==> config.mk <==
export PLATFORM = sky130hd
export DESIGN_NAME = regfile_io_flat
export DESIGN_NICKNAME = d
export VERILOG_FILES = /design/src/rtl/regfile_io_if.sv /design/src/rtl/regfile_io.sv /design/src/flat_wrapper.sv
export SDC_FILE = /design/constraint.sdc
export NUM_CORES = 1
export LEC_CHECK = 0
export ABC_AREA = 0
export CAP_MARGIN = 40
export CORE_MARGIN = 4
export CORE_UTILIZATION = 45
export CTS_BUF_LIST = sky130_fd_sc_hd__clkbuf_4 sky130_fd_sc_hd__clkbuf_8 sky130_fd_sc_hd__clkbuf_16
export DETAILED_ROUTE_END_ITERATION = 8
export GPL_ROUTABILITY_DRIVEN = 0
export PLACE_DENSITY_LB_ADDON = 0.05
export SLEW_MARGIN = 30
export SYNTH_ARGS = -nofsm -noshare
export SYNTH_HDL_FRONTEND = slang
export SYNTH_SLANG_ARGS = --single-unit
==> constraint.sdc <==
create_clock -name clk -period 4.8 [get_ports clk]
set_clock_uncertainty 0.05 [all_clocks]
set_input_delay 0.72 -clock clk [delete_from_list [all_inputs] [get_ports clk]]
set_output_delay 0.72 -clock clk [all_outputs]
set_load 0.1 [all_outputs]
==> src/rtl/regfile_io_if.sv <==
// ----------------------------------------------------------------------------
// regfile_io_if
// Bundle of every non-clock, non-reset signal of the regfile_io block.
//
//   master : decode/ALU side. Drives read/write requests, the input stream and
//            the output-stream ready. Receives read data, stall and stream
//            status.
//   slave  : register file side (regfile_io itself).
//
// Signals
//   src_a, src_b   read port indices            rd_a_en, rd_b_en  operand used
//   dst, we, wdata write request
//   out_a, out_b   read data (combinational)    r0_out            stored r0
//   stall          current access cannot complete
//   io_in_*        input stream  (data, valid in; ready out of the slave)
//   io_out_*       output buffer (data, valid out of the slave; ready in)
// ----------------------------------------------------------------------------
interface regfile_io_if #(
  parameter int DATA_W = 32'd8,
  parameter int ADDR_W = 32'd3
);

  logic [ADDR_W-1:0] src_a;
  logic [ADDR_W-1:0] src_b;
  logic              rd_a_en;
  logic              rd_b_en;
  logic [ADDR_W-1:0] dst;
  logic              we;
  logic [DATA_W-1:0] wdata;
  logic [DATA_W-1:0] out_a;
  logic [DATA_W-1:0] out_b;
  logic [DATA_W-1:0] r0_out;
  logic              stall;
  logic [DATA_W-1:0] io_in_data;
  logic              io_in_valid;
  logic              io_in_ready;
  logic [DATA_W-1:0] io_out_data;
  logic              io_out_valid;
  logic              io_out_ready;

  modport master (
    output src_a, src_b, rd_a_en, rd_b_en, dst, we, wdata,
    output io_in_data, io_in_valid, io_out_ready,
    input  out_a, out_b, r0_out, stall, io_in_ready, io_out_data, io_out_valid
  );

  modport slave (
    input  src_a, src_b, rd_a_en, rd_b_en, dst, we, wdata,
    input  io_in_data, io_in_valid, io_out_ready,
    output out_a, out_b, r0_out, stall, io_in_ready, io_out_data, io_out_valid
  );

endinterface

==> src/rtl/regfile_io.sv <==
// ----------------------------------------------------------------------------
// regfile_io
// General-purpose register file with two combinational read ports, one write
// port, and one index (IO_REG) mapped onto a pair of valid/ready streams:
//   - reading IO_REG returns io_in_data and consumes one input word,
//   - writing IO_REG loads a single-entry output buffer.
// When an I/O access cannot complete, stall is raised and nothing commits
// (no register write, no input consumed, no output buffer load).
//
// Ports
//   clk    rising-edge clock
//   rst_n  asynchronous active-low reset; clears storage and the output buffer
//   bus    regfile_io_if.slave; see the interface for the signal list
//
// Parameters
//   DATA_W   data width                 NUM_REGS  number of indices (any value)
//   IO_REG   index mapped to streams    ZERO_R0   r0 hard-wired to zero
//   BYPASS   same-cycle write data forwarded to reads of the written index
// ----------------------------------------------------------------------------
module regfile_io #(
  parameter int DATA_W   = 32'd8,
  parameter int NUM_REGS = 32'd8,
  parameter int IO_REG   = 32'd7,
  parameter bit ZERO_R0  = 1'b0,
  parameter bit BYPASS   = 1'b1
) (
  input  logic         clk,
  input  logic         rst_n,
  regfile_io_if.slave  bus
);

  // A single-entry file still needs a one-bit index.
  localparam int ADDR_W = (NUM_REGS > 32'sd1) ? $clog2(NUM_REGS) : 32'sd1;
  localparam logic [ADDR_W-1:0] IO_IDX   = ADDR_W'(IO_REG);
  localparam logic [ADDR_W-1:0] ZERO_IDX = {ADDR_W{1'b0}};
  localparam logic [DATA_W-1:0] ZERO_DAT = {DATA_W{1'b0}};

  // --------------------------------------------------------------------------
  // State
  // --------------------------------------------------------------------------
  logic [DATA_W-1:0] regs_r [NUM_REGS];
  logic              io_out_valid_r;
  logic [DATA_W-1:0] io_out_data_r;

  // --------------------------------------------------------------------------
  // Combinational control
  // --------------------------------------------------------------------------
  logic              need_in_s;
  logic              in_stall_s;
  logic              out_stall_s;
  logic              stall_s;
  logic              commit_s;
  logic              wr_io_s;
  logic              wr_reg_s;
  logic [DATA_W-1:0] stored_a_s;
  logic [DATA_W-1:0] stored_b_s;
  logic              byp_a_s;
  logic              byp_b_s;
  logic [DATA_W-1:0] rd_a_s;
  logic [DATA_W-1:0] rd_b_s;

  // True when an index has no backing storage (NUM_REGS need not be 2**ADDR_W).
  function automatic logic out_of_range(input logic [ADDR_W-1:0] idx);
    return (int'(idx) >= NUM_REGS);
  endfunction

  // Read mux for one port, in priority order: out of range, I/O stream,
  // hard-wired r0, write bypass, stored value.
  function automatic logic [DATA_W-1:0] read_sel(
    input logic [ADDR_W-1:0] idx,
    input logic [DATA_W-1:0] stored_val,
    input logic              byp_hit,
    input logic [DATA_W-1:0] wr_val,
    input logic [DATA_W-1:0] io_val
  );
    logic [DATA_W-1:0] v;
    if (out_of_range(idx)) begin
      v = ZERO_DAT;
    end else if (idx == IO_IDX) begin
      v = io_val;
    end else if (ZERO_R0 && (idx == ZERO_IDX)) begin
      v = ZERO_DAT;
    end else if (BYPASS && byp_hit) begin
      v = wr_val;
    end else begin
      v = stored_val;
    end
    return v;
  endfunction

  // Stall and commit decisions. Stall depends only on inputs and the
  // registered output-valid flag, so there is no combinational loop through
  // the read data or the handshakes.
  always_comb begin
    need_in_s   = (bus.rd_a_en && (bus.src_a == IO_IDX)) ||
                  (bus.rd_b_en && (bus.src_b == IO_IDX));
    in_stall_s  = need_in_s && !bus.io_in_valid;
    out_stall_s = bus.we && (bus.dst == IO_IDX) && io_out_valid_r && !bus.io_out_ready;
    stall_s     = in_stall_s || out_stall_s;
    commit_s    = bus.we && !stall_s;
    wr_io_s     = commit_s && (bus.dst == IO_IDX);
    wr_reg_s    = commit_s && (bus.dst != IO_IDX) && !out_of_range(bus.dst) &&
                  !(ZERO_R0 && (bus.dst == ZERO_IDX));
  end

  // Read ports: storage fetch guarded against missing indices, then the mux.
  always_comb begin
    if (out_of_range(bus.src_a)) begin
      stored_a_s = ZERO_DAT;
    end else begin
      stored_a_s = regs_r[bus.src_a];
    end
    if (out_of_range(bus.src_b)) begin
      stored_b_s = ZERO_DAT;
    end else begin
      stored_b_s = regs_r[bus.src_b];
    end
    byp_a_s = commit_s && (bus.dst == bus.src_a);
    byp_b_s = commit_s && (bus.dst == bus.src_b);
    rd_a_s  = read_sel(bus.src_a, stored_a_s, byp_a_s, bus.wdata, bus.io_in_data);
    rd_b_s  = read_sel(bus.src_b, stored_b_s, byp_b_s, bus.wdata, bus.io_in_data);
  end

  // --------------------------------------------------------------------------
  // Sequential logic
  // --------------------------------------------------------------------------

  // Register storage: cleared on reset, written when a non-I/O write commits.
  always_ff @(posedge clk or negedge rst_n) begin
    if (!rst_n) begin
      for (int i = 32'sd0; i < NUM_REGS; i++) begin
        regs_r[i] <= ZERO_DAT;
      end
    end else if (wr_reg_s) begin
      regs_r[bus.dst] <= bus.wdata;
    end
  end

  // Output buffer: a committed I/O write loads it (a full buffer can drain
  // and refill on the same edge); otherwise an accepted word empties it and
  // the data register keeps its last value.
  always_ff @(posedge clk or negedge rst_n) begin
    if (!rst_n) begin
      io_out_valid_r <= 1'b0;
      io_out_data_r  <= ZERO_DAT;
    end else if (wr_io_s) begin
      io_out_valid_r <= 1'b1;
      io_out_data_r  <= bus.wdata;
    end else if (io_out_valid_r && bus.io_out_ready) begin
      io_out_valid_r <= 1'b0;
    end
  end

  // --------------------------------------------------------------------------
  // Outputs
  // --------------------------------------------------------------------------
  assign bus.out_a        = rd_a_s;
  assign bus.out_b        = rd_b_s;
  assign bus.r0_out       = regs_r[0];
  assign bus.stall        = stall_s;
  // One word per cycle even when both ports read IO_REG.
  assign bus.io_in_ready  = need_in_s && !stall_s;
  assign bus.io_out_data  = io_out_data_r;
  assign bus.io_out_valid = io_out_valid_r;

endmodule

==> src/flat_wrapper.sv <==
// flat-port wrapper written by rule: the top's interface ports become plain ports
module regfile_io_flat 
#(
  parameter int DATA_W   = 32'd8,
  parameter int NUM_REGS = 32'd8,
  parameter int IO_REG   = 32'd7,
  parameter bit ZERO_R0  = 1'b0,
  parameter bit BYPASS   = 1'b1
)
  (clk, rst_n, bus_src_a, bus_src_b, bus_rd_a_en, bus_rd_b_en, bus_dst, bus_we, bus_wdata, bus_io_in_data, bus_io_in_valid, bus_io_out_ready, bus_out_a, bus_out_b, bus_r0_out, bus_stall, bus_io_in_ready, bus_io_out_data, bus_io_out_valid);
  regfile_io_if #(.DATA_W(DATA_W), .ADDR_W((3))) bus_i ();
  input  logic clk;
  input  logic rst_n;
  input wire logic [$bits(bus_i.src_a)-1:0] bus_src_a;
  input wire logic [$bits(bus_i.src_b)-1:0] bus_src_b;
  input wire logic [$bits(bus_i.rd_a_en)-1:0] bus_rd_a_en;
  input wire logic [$bits(bus_i.rd_b_en)-1:0] bus_rd_b_en;
  input wire logic [$bits(bus_i.dst)-1:0] bus_dst;
  input wire logic [$bits(bus_i.we)-1:0] bus_we;
  input wire logic [$bits(bus_i.wdata)-1:0] bus_wdata;
  input wire logic [$bits(bus_i.io_in_data)-1:0] bus_io_in_data;
  input wire logic [$bits(bus_i.io_in_valid)-1:0] bus_io_in_valid;
  input wire logic [$bits(bus_i.io_out_ready)-1:0] bus_io_out_ready;
  output wire logic [$bits(bus_i.out_a)-1:0] bus_out_a;
  output wire logic [$bits(bus_i.out_b)-1:0] bus_out_b;
  output wire logic [$bits(bus_i.r0_out)-1:0] bus_r0_out;
  output wire logic [$bits(bus_i.stall)-1:0] bus_stall;
  output wire logic [$bits(bus_i.io_in_ready)-1:0] bus_io_in_ready;
  output wire logic [$bits(bus_i.io_out_data)-1:0] bus_io_out_data;
  output wire logic [$bits(bus_i.io_out_valid)-1:0] bus_io_out_valid;
  assign bus_i.src_a = bus_src_a;
  assign bus_i.src_b = bus_src_b;
  assign bus_i.rd_a_en = bus_rd_a_en;
  assign bus_i.rd_b_en = bus_rd_b_en;
  assign bus_i.dst = bus_dst;
  assign bus_i.we = bus_we;
  assign bus_i.wdata = bus_wdata;
  assign bus_i.io_in_data = bus_io_in_data;
  assign bus_i.io_in_valid = bus_io_in_valid;
  assign bus_i.io_out_ready = bus_io_out_ready;
  assign bus_out_a = bus_i.out_a;
  assign bus_out_b = bus_i.out_b;
  assign bus_r0_out = bus_i.r0_out;
  assign bus_stall = bus_i.stall;
  assign bus_io_in_ready = bus_i.io_in_ready;
  assign bus_io_out_data = bus_i.io_out_data;
  assign bus_io_out_valid = bus_i.io_out_valid;
  regfile_io #(.DATA_W(DATA_W), .NUM_REGS(NUM_REGS), .IO_REG(IO_REG), .ZERO_R0(ZERO_R0), .BYPASS(BYPASS)) u_core (.clk(clk), .rst_n(rst_n), .bus(bus_i));
endmodule
==> impl_metrics.tcl, run 1 <==
set metrics [dict create \
    drtAntennaViolNets 0 \
    cpMaxStageDelayCell "clkdlybuf4s50_1" \
    vias_per_cell 5.83 \
    grt_usage_pct 21.5 \
    die_y_um 106 \
    row_count 35 \
    r2r-end "u_core.bus.io_out_data[5]" \
    wirelength_um 11400 \
    min_period_ns 3.95 \
    final_common_cell "dfrtp_1" \
    arrival_ns 3.18 \
    drv_slew 0 \
    rsz0062_at_grt "no" \
    whs_ns 0.236 \
    tns_ns 0 \
    n_fill_cell 743 \
    drive_gt1_share_pct 45.5 \
    syn_to_final_growth_pct 31.8 \
    globalRouteOverflowTotal 0 \
    clock.fmax_mhz 253 \
    core_um2 9240 \
    clk_pin_slew_ns 0.08 \
    drv_cap 0 \
    cts_tree "built" \
    synth_ff_type "dfrtp_1" \
    grt_pass1_vias 3120 \
    finalSetupViolCount 0 \
    yosys.area.top_type "dfrtp_1" \
    critPathBufInv 2 \
    yosysWarnings 0 \
    num_vias 2967 \
    avgRoutedWirePerCell_um 22.3 \
    synth_top_area_share_pct 42.6 \
    start_kind "input pin" \
    worst_pin_slew_ns 0.844 \
    clockBufferDepth 2 \
    status "complete, no violations" \
    worst_slack_ns 0.845 \
    postCtsHoldBufs 0 \
    clock_latency_ns 0.34 \
    layout_common_cells "dfrtp_1 (73), mux2_2 (58), clkdlybuf4s50_1 (47)" \
    yosys-top-cells-area "dfrtp_1 (43%), mux4_2 (17%), mux2_2 (15%)" \
    worst_setup_path_end_kind "output port" \
    dr.first_iter.drc_count 122 \
    nNetsFinal 407 \
    diodes 0 \
    io_pins 67 \
    root_buffer "clkbuf_8" \
    drc 0 \
    endpoint "bus_out_a[3]" \
    crit_start "bus_src_b[1]" \
    first_pass_iters 4 \
    hold_viol 0 \
    grt_first_pass_wirelength_um 18000 \
    die_area_um2 11100 \
    synth.avg_cell_area_um2 14.0 \
    cts.sinks 73 \
    grt_max_degree 48 \
    hpwl_um 7850 \
    crit_family "buffers and inverters" \
    syn_nets 337 \
    critPathKind "in -> out" \
    crit_cells 6 \
    cp.required_ns 4.03 \
    crit_path_max_fanout 10 \
    ir_drop_uv 311 \
    die_x_um 106 \
    p_total_mw 2.73 \
    worstPathCellList "clkdlybuf4s50_1 -> nand4_2 -> a2bb2oi_1 -> and3_1 -> a221oi_1 -> buf_12" \
    r2r-start "u_core.bus.io_out_valid" \
    cts_setup_buffers 0 \
    finalCritPeriodShare_pct 82.4 \
    seq_area_frac_synth_pct 42.6 \
    netlist_area_um2 4280 \
    cp_slowest_stage_delay_ns 0.82 \
    ff2ff_path_depth 3 \
    ys_ff_latch 73 \
    powerDensity_nw_per_um2 483 \
    hold_class "in -> async" \
    port_buffers 66 \
    cts_inserted_buffers 9 \
    htreeDepth 3 \
    grt_antenna_before_repair 0 \
    initial_core_util_pct 46.4 \
    slew-limit-headroom_pct 43.5 \
    rrSetupSlack_ns 2.95 \
    synth-edff-count 0 \
    cts-resized-gates 0 \
    power.leakage_nw 2.40 \
    syn_inst 305 \
    synthArstFlopShare_pct 100 \
    dp_worst_setup_slack_ns 0.807 \
    synth.distinct_cells 43 \
]
sequential cells by signal, summed over array words and instances (netlist names):
signal	cells
u_core.bus.io_out_valid	1
u_core.bus.io_out_data	8
u_core.regs_r	56
u_core.bus.r0_out	8
synthesized netlist by cell type (4+ instances only):
| library cell | instances |
|---|---|
| mux4_2 | 32 |
| mux2i_1 | 13 |
| nand2_1 | 9 |
| dfrtp_1 | 73 |
| clkbuf_1 | 9 |
| nor2_1 | 9 |
| a221oi_1 | 7 |
| buf_2 | 7 |
| o221ai_1 | 5 |
| buf_4 | 12 |
| mux2_2 | 58 |
| inv_1 | 8 |
| buf_6 | 5 |
| mux2_4 | 8 |
| and3_1 | 4 |
| xnor2_1 | 6 |
worst min-delay path by stage:
stage	from	endpoint	slack, ns	cells past startpoint
floorplan	rst_n	u_core.bus.io_out_data[0]	0.37	0
global placement	u_core.regs_r[2]	u_core.regs_r[2]	0.33	0
detailed placement	u_core.regs_r[6]	u_core.regs_r[6]	0.33	0
CTS	rst_n	u_core.regs_r[28]	0.24	1
global route	rst_n	u_core.regs_r[20]	0.25	1
finish	rst_n	u_core.regs_r[20]	0.24	1
per-layer routing:
| layer | share of wire (%) | global-route usage (%) |
|---|---|---|
| met1 | 46 | 30.8 |
| met2 | 47 | 33.0 |
| met3 | 6.8 | 6.12 |
| met4 | 1.0 | 4.26 |
| met5 | 0 | 0 |
power breakdown:
| part | switching, mW | total [mW] | internal, mW |
|---|---|---|---|
| clock network | 0.257 | 0.608 | 0.351 |
| registers | 0.0879 | 0.828 | 0.740 |
| logic | 0.737 | 1.29 | 0.555 |
| total | 1.08 | 2.73 | 1.65 |
per-stage QoR:
step	instances	util (%)	area, um2
6_report	509	61.1	5650
5_1_grt	509	61.1	5650
4_1_cts	508	61.0	5640
3_5_place_dp	492	58.4	5390
3_3_place_gp	474	55.3	5110
2_1_floorplan	305	-	4280
worst reg2reg max path, stage by stage, from the launching register on:
cell and delay [ns]:
dfrtp_1 0.41, nor2b_1 0.16, nand3b_1 0.63, mux2_2 0.51
cells by family (layout without fill, tap and decap cells):
| kind of cell | Yosys count | count (layout) | synth area share, % |
|---|---|---|---|
| AOI/OAI and AO/OA | 25 | 25 | 4.96 |
| xor gates and xnor gates | 6 | 6 | 1.23 |
| muxes | 112 | 112 | 38.2 |
| and+or+nand+nor | 44 | 44 | 6.89 |
| DFF | 73 | 73 | 42.6 |
| buffers and inverters | 45 | 120 | 6.10 |
cell type report:
type                       instances  area, um2  share of cell area (%)
clock buffer                       9        124                    2.19
clock inverter                     7        124                    2.19
inverter                           8       30.0                   0.532
multi-input combinational        187       2200                    38.9
sequential                        73       1830                    32.4
tap                              129        161                    2.86
timing repair buffer              96       1180                    21.0
No activity file was read; power rests on OpenSTA's default activity.
==> run 2: changes to the inputs <==
==> constraint.sdc (replaced) <==
create_clock -name clk -period 3.8 [get_ports clk]
set_clock_uncertainty 0.05 [all_clocks]
set_input_delay 0.57 -clock clk [delete_from_list [all_inputs] [get_ports clk]]
set_output_delay 0.57 -clock clk [all_outputs]
set_load 0.1 [all_outputs]
==> impl_metrics.tcl, run 2 (synthesized netlist as in run 1, its figures left out) <==
set metrics [dict create \
    status "complete, no violations" \
    drv_cap 0 \
    grt_antenna_before_repair 0 \
    regMostFlops "u_core.regs_r" \
    slew-limit-headroom_pct 43.3 \
    min_period_ns 3.56 \
    cts_tree "built" \
    io_pins 67 \
    rrSetupSlack_ns 2.07 \
    p_comb_share_pct 49.3 \
    port_buffers 66 \
    clockBufferDepth 2 \
    start_kind "input pin" \
    tns_ns 0 \
    layout_common_cells "dfrtp_1 (73), mux2_2 (58), clkdlybuf4s50_1 (47)" \
    n_fill_cell 713 \
    syn_to_final_growth_pct 33.6 \
    register_area_um2 1830 \
    power_frac_seq_pct 31.4 \
    cts_inserted_buffers 9 \
    finalCritPeriodShare_pct 93.6 \
    root_buffer "clkbuf_8" \
    largest_reg_flops 56 \
    globalRouteOverflowTotal 0 \
    initial_core_util_pct 46.4 \
    multiInputGateArea_um2 2200 \
    finalSetupViolCount 0 \
    grt_max_degree 40 \
    die_y_um 106 \
    avgRoutedWirePerCell_um 22.1 \
    cts.sinks 73 \
    diodes 0 \
    drtAntennaViolNets 0 \
    hold_class "in -> async" \
    dr.first_iter.drc_count 118 \
    drive_gt1_share_pct 47.3 \
    htreeDepth 3 \
    arrival_ns 2.94 \
    wirelength_um 11500 \
    p_sw_share_pct 40.9 \
    grt_usage_pct 21.9 \
    ir_drop_uv 270 \
    worst_setup_path_end_kind "output port" \
    first_pass_iters 4 \
    power.leakage_nw 2.44 \
    p_int_mw 1.97 \
    grt_pass1_vias 3128 \
    clock_latency_ns 0.35 \
    clockPowerShare_pct 19.2 \
    whs_ns 0.130 \
    p_total_mw 3.33 \
    critPathKind "in -> out" \
    hpwl_um 8140 \
    vias_per_cell 5.81 \
    powerDensity_nw_per_um2 581 \
    p_sw_mw 1.36 \
    die_area_um2 11100 \
    die_x_um 106 \
    rsz0062_at_grt "no" \
    core_um2 9240 \
    drc 0 \
    cts_setup_buffers 0 \
    worst_pin_slew_ns 0.851 \
    cts-resized-gates 0 \
    nNetsFinal 420 \
    cp.required_ns 3.18 \
    num_vias 3032 \
    row_count 35 \
    clock.fmax_mhz 281 \
    worst_slack_ns 0.242 \
    postCtsHoldBufs 0 \
    drv_slew 0 \
    clk_pin_slew_ns 0.08 \
    crit_path_max_fanout 11 \
    hold_viol 0 \
    final_common_cell "dfrtp_1" \
    dp_worst_setup_slack_ns 0.249 \
    grt_first_pass_wirelength_um 18200 \
]
run 2: area by class of cell:
cell class              instances  share of cell area [%]
clock buffers                  10                    2.40
clock inverters                 6                    1.16
inverters                       8                   0.524
multi-input cells             187                    38.5
flip-flops and latches         73                    31.9
well taps                     129                    2.82
repair buffers                109                    22.7
run 2: routing by layer:
| metal | GRT usage, % | wire length, um | up-vias |
|---|---|---|---|
| met4 | 5.92 | 187 | 0 |
| met1 | 32.7 | 5290 | 1576 |
| met2 | 32.4 | 5350 | 115 |
| met5 | 0 | 0 | - |
| li1 | - | - | 1327 |
| met3 | 4.84 | 681 | 14 |
run 2: worst paths after layout:
kind / from / end / cells after the start
setup / recovery: bus_src_a[0] / bus_out_a[3] / 6
hold / removal: rst_n / u_core.bus.r0_out[3] / 1
setup reg to reg: u_core.bus.io_out_valid / u_core.bus.io_out_data[5] / 4
hold reg to reg: u_core.regs_r[5] / u_core.regs_r[5] / 0
max in group asynchronous: rst_n / u_core.regs_r[9] / 2
min in group clk: u_core.regs_r[5] / u_core.regs_r[5] / 0
run 2: through the flow:
step | util, % | cell area (um2) | std cells
after detailed placement | 59.8 | 5520 | 506
after global placement | 56.7 | 5240 | 488
after global routing | 62.0 | 5730 | 522
final | 62.0 | 5730 | 522
after floorplan | - | 4280 | 305
after CTS | 62.0 | 5730 | 522
run 2: power groups by stage:
stage | Clock (mW) | Sequential (mW) | Combinational [mW]
after CTS | 0.652 | 1.04 | 1.66
after floorplan | 0 | 1.18 | 0.964
after detailed placement | 0 | 1.06 | 1.65
after global routing | 0.689 | 1.07 | 1.71
after global placement | 0 | 1.05 | 1.50
final | 0.641 | 1.05 | 1.64
run 2: worst max-delay path, stage by stage:
cell and delay, ns:
clkdlybuf4s50_1 0.73, buf_4 0.34, nand3_1 0.12, and3_1 0.31, a221oi_1 0.60, buf_12 0.25
==> run 3: changes to the inputs <==
--- a/config.mk
+++ b/config.mk
@@ -13,7 +13,7 @@
 export DETAILED_ROUTE_END_ITERATION = 8
 export GPL_ROUTABILITY_DRIVEN = 0
 export PLACE_DENSITY_LB_ADDON = 0.05
-export SLEW_MARGIN = 30
+export SLEW_MARGIN = 20
 export SYNTH_ARGS = -nofsm -noshare
 export SYNTH_HDL_FRONTEND = slang
 export SYNTH_SLANG_ARGS = --single-unit
==> impl_metrics.tcl, run 3 (synthesized netlist as in run 1, its figures left out) <==
set metrics [dict create \
    status "complete, no violations" \
    critPathKind "in -> out" \
    die_area_um2 11100 \
    min_period_ns 3.55 \
    avgRoutedWirePerCell_um 22.1 \
    grt_antenna_before_repair 0 \
    num_vias 3015 \
    final_common_cell "dfrtp_1" \
    hold_viol 0 \
    crit_path_max_fanout 9 \
    p_int_mw 2.02 \
    drv_cap 0 \
    arrival_ns 2.93 \
    finalCritPeriodShare_pct 93.4 \
    endpoint "bus_out_a[3]" \
    power.leakage_nw 2.46 \
    drive_gt1_share_pct 47.5 \
    clockPowerShare_pct 20.3 \
    grt_pass1_vias 3126 \
    drtAntennaViolNets 0 \
    start_kind "input pin" \
    cts_setup_buffers 0 \
    r2r-start "u_core.bus.io_out_valid" \
    nNetsFinal 421 \
    r2r-end "u_core.bus.io_out_data[5]" \
    hpwl_um 8110 \
    drv_slew 0 \
    layout_common_cells "dfrtp_1 (73), mux2_2 (58), clkdlybuf4s50_1 (47)" \
    first_pass_iters 5 \
    clk_pin_slew_ns 0.08 \
    port_buffers 66 \
    clockBufferDepth 2 \
    cts-resized-gates 0 \
    regMostFlops "u_core.regs_r" \
    syn_to_final_growth_pct 34.3 \
    cts_inserted_buffers 9 \
    hold_class "in -> async" \
    postCtsHoldBufs 0 \
    worst_pin_slew_ns 0.853 \
    slew-limit-headroom_pct 43.1 \
    globalRouteOverflowTotal 0 \
    diodes 0 \
    ff2ff_path_depth 4 \
    vias_per_cell 5.76 \
    crit_start "bus_dst[1]" \
    rrSetupSlack_ns 2.07 \
    powerDensity_nw_per_um2 587 \
    grt_first_pass_wirelength_um 18300 \
    p_sw_mw 1.36 \
    drc 0 \
    cts.sinks 73 \
    tns_ns 0 \
    die_x_um 106 \
    clock_latency_ns 0.35 \
    cts_tree "built" \
    clock.fmax_mhz 282 \
    io_pins 67 \
    p_sw_share_pct 40.3 \
    root_buffer "clkbuf_8" \
    wirelength_um 11600 \
    p_comb_share_pct 48.7 \
    largest_reg_flops 56 \
    rsz0062_at_grt "no" \
    ir_drop_uv 325 \
    initial_core_util_pct 46.4 \
    cp.required_ns 3.18 \
    whs_ns 0.0328 \
    htreeDepth 3 \
    grt_usage_pct 21.9 \
    row_count 35 \
    grt_max_degree 57 \
    finalSetupViolCount 0 \
    dr.first_iter.drc_count 142 \
    power_frac_seq_pct 31.0 \
    core_um2 9240 \
    die_y_um 106 \
    worst_setup_path_end_kind "output port" \
]
[run 3: cell types whose count changed in the layout (fill, tap and decap cells not counted)]
| cell | previous run | this run |
|---|---|---|
| buf_12 | 19 | 18 |
| buf_16 | 0 | 1 |
| buf_6 | 0 | 1 |
| bufinv_16 | 1 | 2 |
| clkbuf_8 | 10 | 9 |
| clkinv_2 | 1 | 2 |
| clkinvlp_4 | 3 | 2 |
| nor3_2 | 0 | 1 |
| nor3_4 | 1 | 0 |
[run 3: per-stage QoR]
step,power [mW],instance area (um2),instances,setup WS [ns],utilization [%]
after floorplan,2.14,4280,305,-0.791,-
after global placement,2.56,5240,488,0.293,56.7
after detailed placement,2.71,5530,507,0.297,59.9
after CTS,3.40,5750,523,0.288,62.2
after global routing,3.52,5750,523,0.109,62.2
final,3.38,5750,523,0.250,62.2
[run 3: final cells by class]
class	count	area, um2
Tap cell	129	161
Clock buffer	9	124
Clock inverter	7	93.8
Fill cell	717	3490
Inverter	8	30.0
Timing Repair Buffer	110	1320
Sequential cell	73	1830
Multi-Input combinational cell	187	2200
[run 3: critical path, stage by stage]
cell	delay [ns]
clkdlybuf4s50_1	0.59
buf_4	0.24
xnor2_1	0.11
and4_1	0.21
a21oi_1	0.67
a221oi_1	0.28
buf_12	0.24
[run 3: power groups by stage]
| stage | Combinational (mW) | Clock (mW) | Sequential [mW] |
|---|---|---|---|
| floorplan | 0.964 | 0 | 1.18 |
| global placement | 1.50 | 0 | 1.05 |
| detailed placement | 1.65 | 0 | 1.06 |
| CTS | 1.66 | 0.702 | 1.04 |
| global route | 1.71 | 0.742 | 1.07 |
| finish | 1.65 | 0.685 | 1.05 |
[run 3: metal layers]
metal	part of all wire (%)	routed length [um]	GRT usage, %	vias to the layer above
li1	-	-	-	1319
met1	46	5300	32.6	1565
met2	46	5360	32.4	121
met3	7.0	810	5.02	10
met4	0.96	111	5.83	0
met5	0	0	0	-
[run 3: worst min-delay path by stage]
stage	from	end	slack [ns]	cells after the start
5_1_grt	rst_n	u_core.bus.r0_out[5]	0.03	1
3_3_place_gp	u_core.regs_r[5]	u_core.regs_r[5]	0.33	0
2_1_floorplan	rst_n	u_core.bus.io_out_data[0]	0.22	0
3_5_place_dp	u_core.regs_r[5]	u_core.regs_r[5]	0.33	0
4_1_cts	rst_n	u_core.bus.io_out_data[4]	0.03	1
6_report	rst_n	u_core.bus.io_out_data[4]	0.03	1
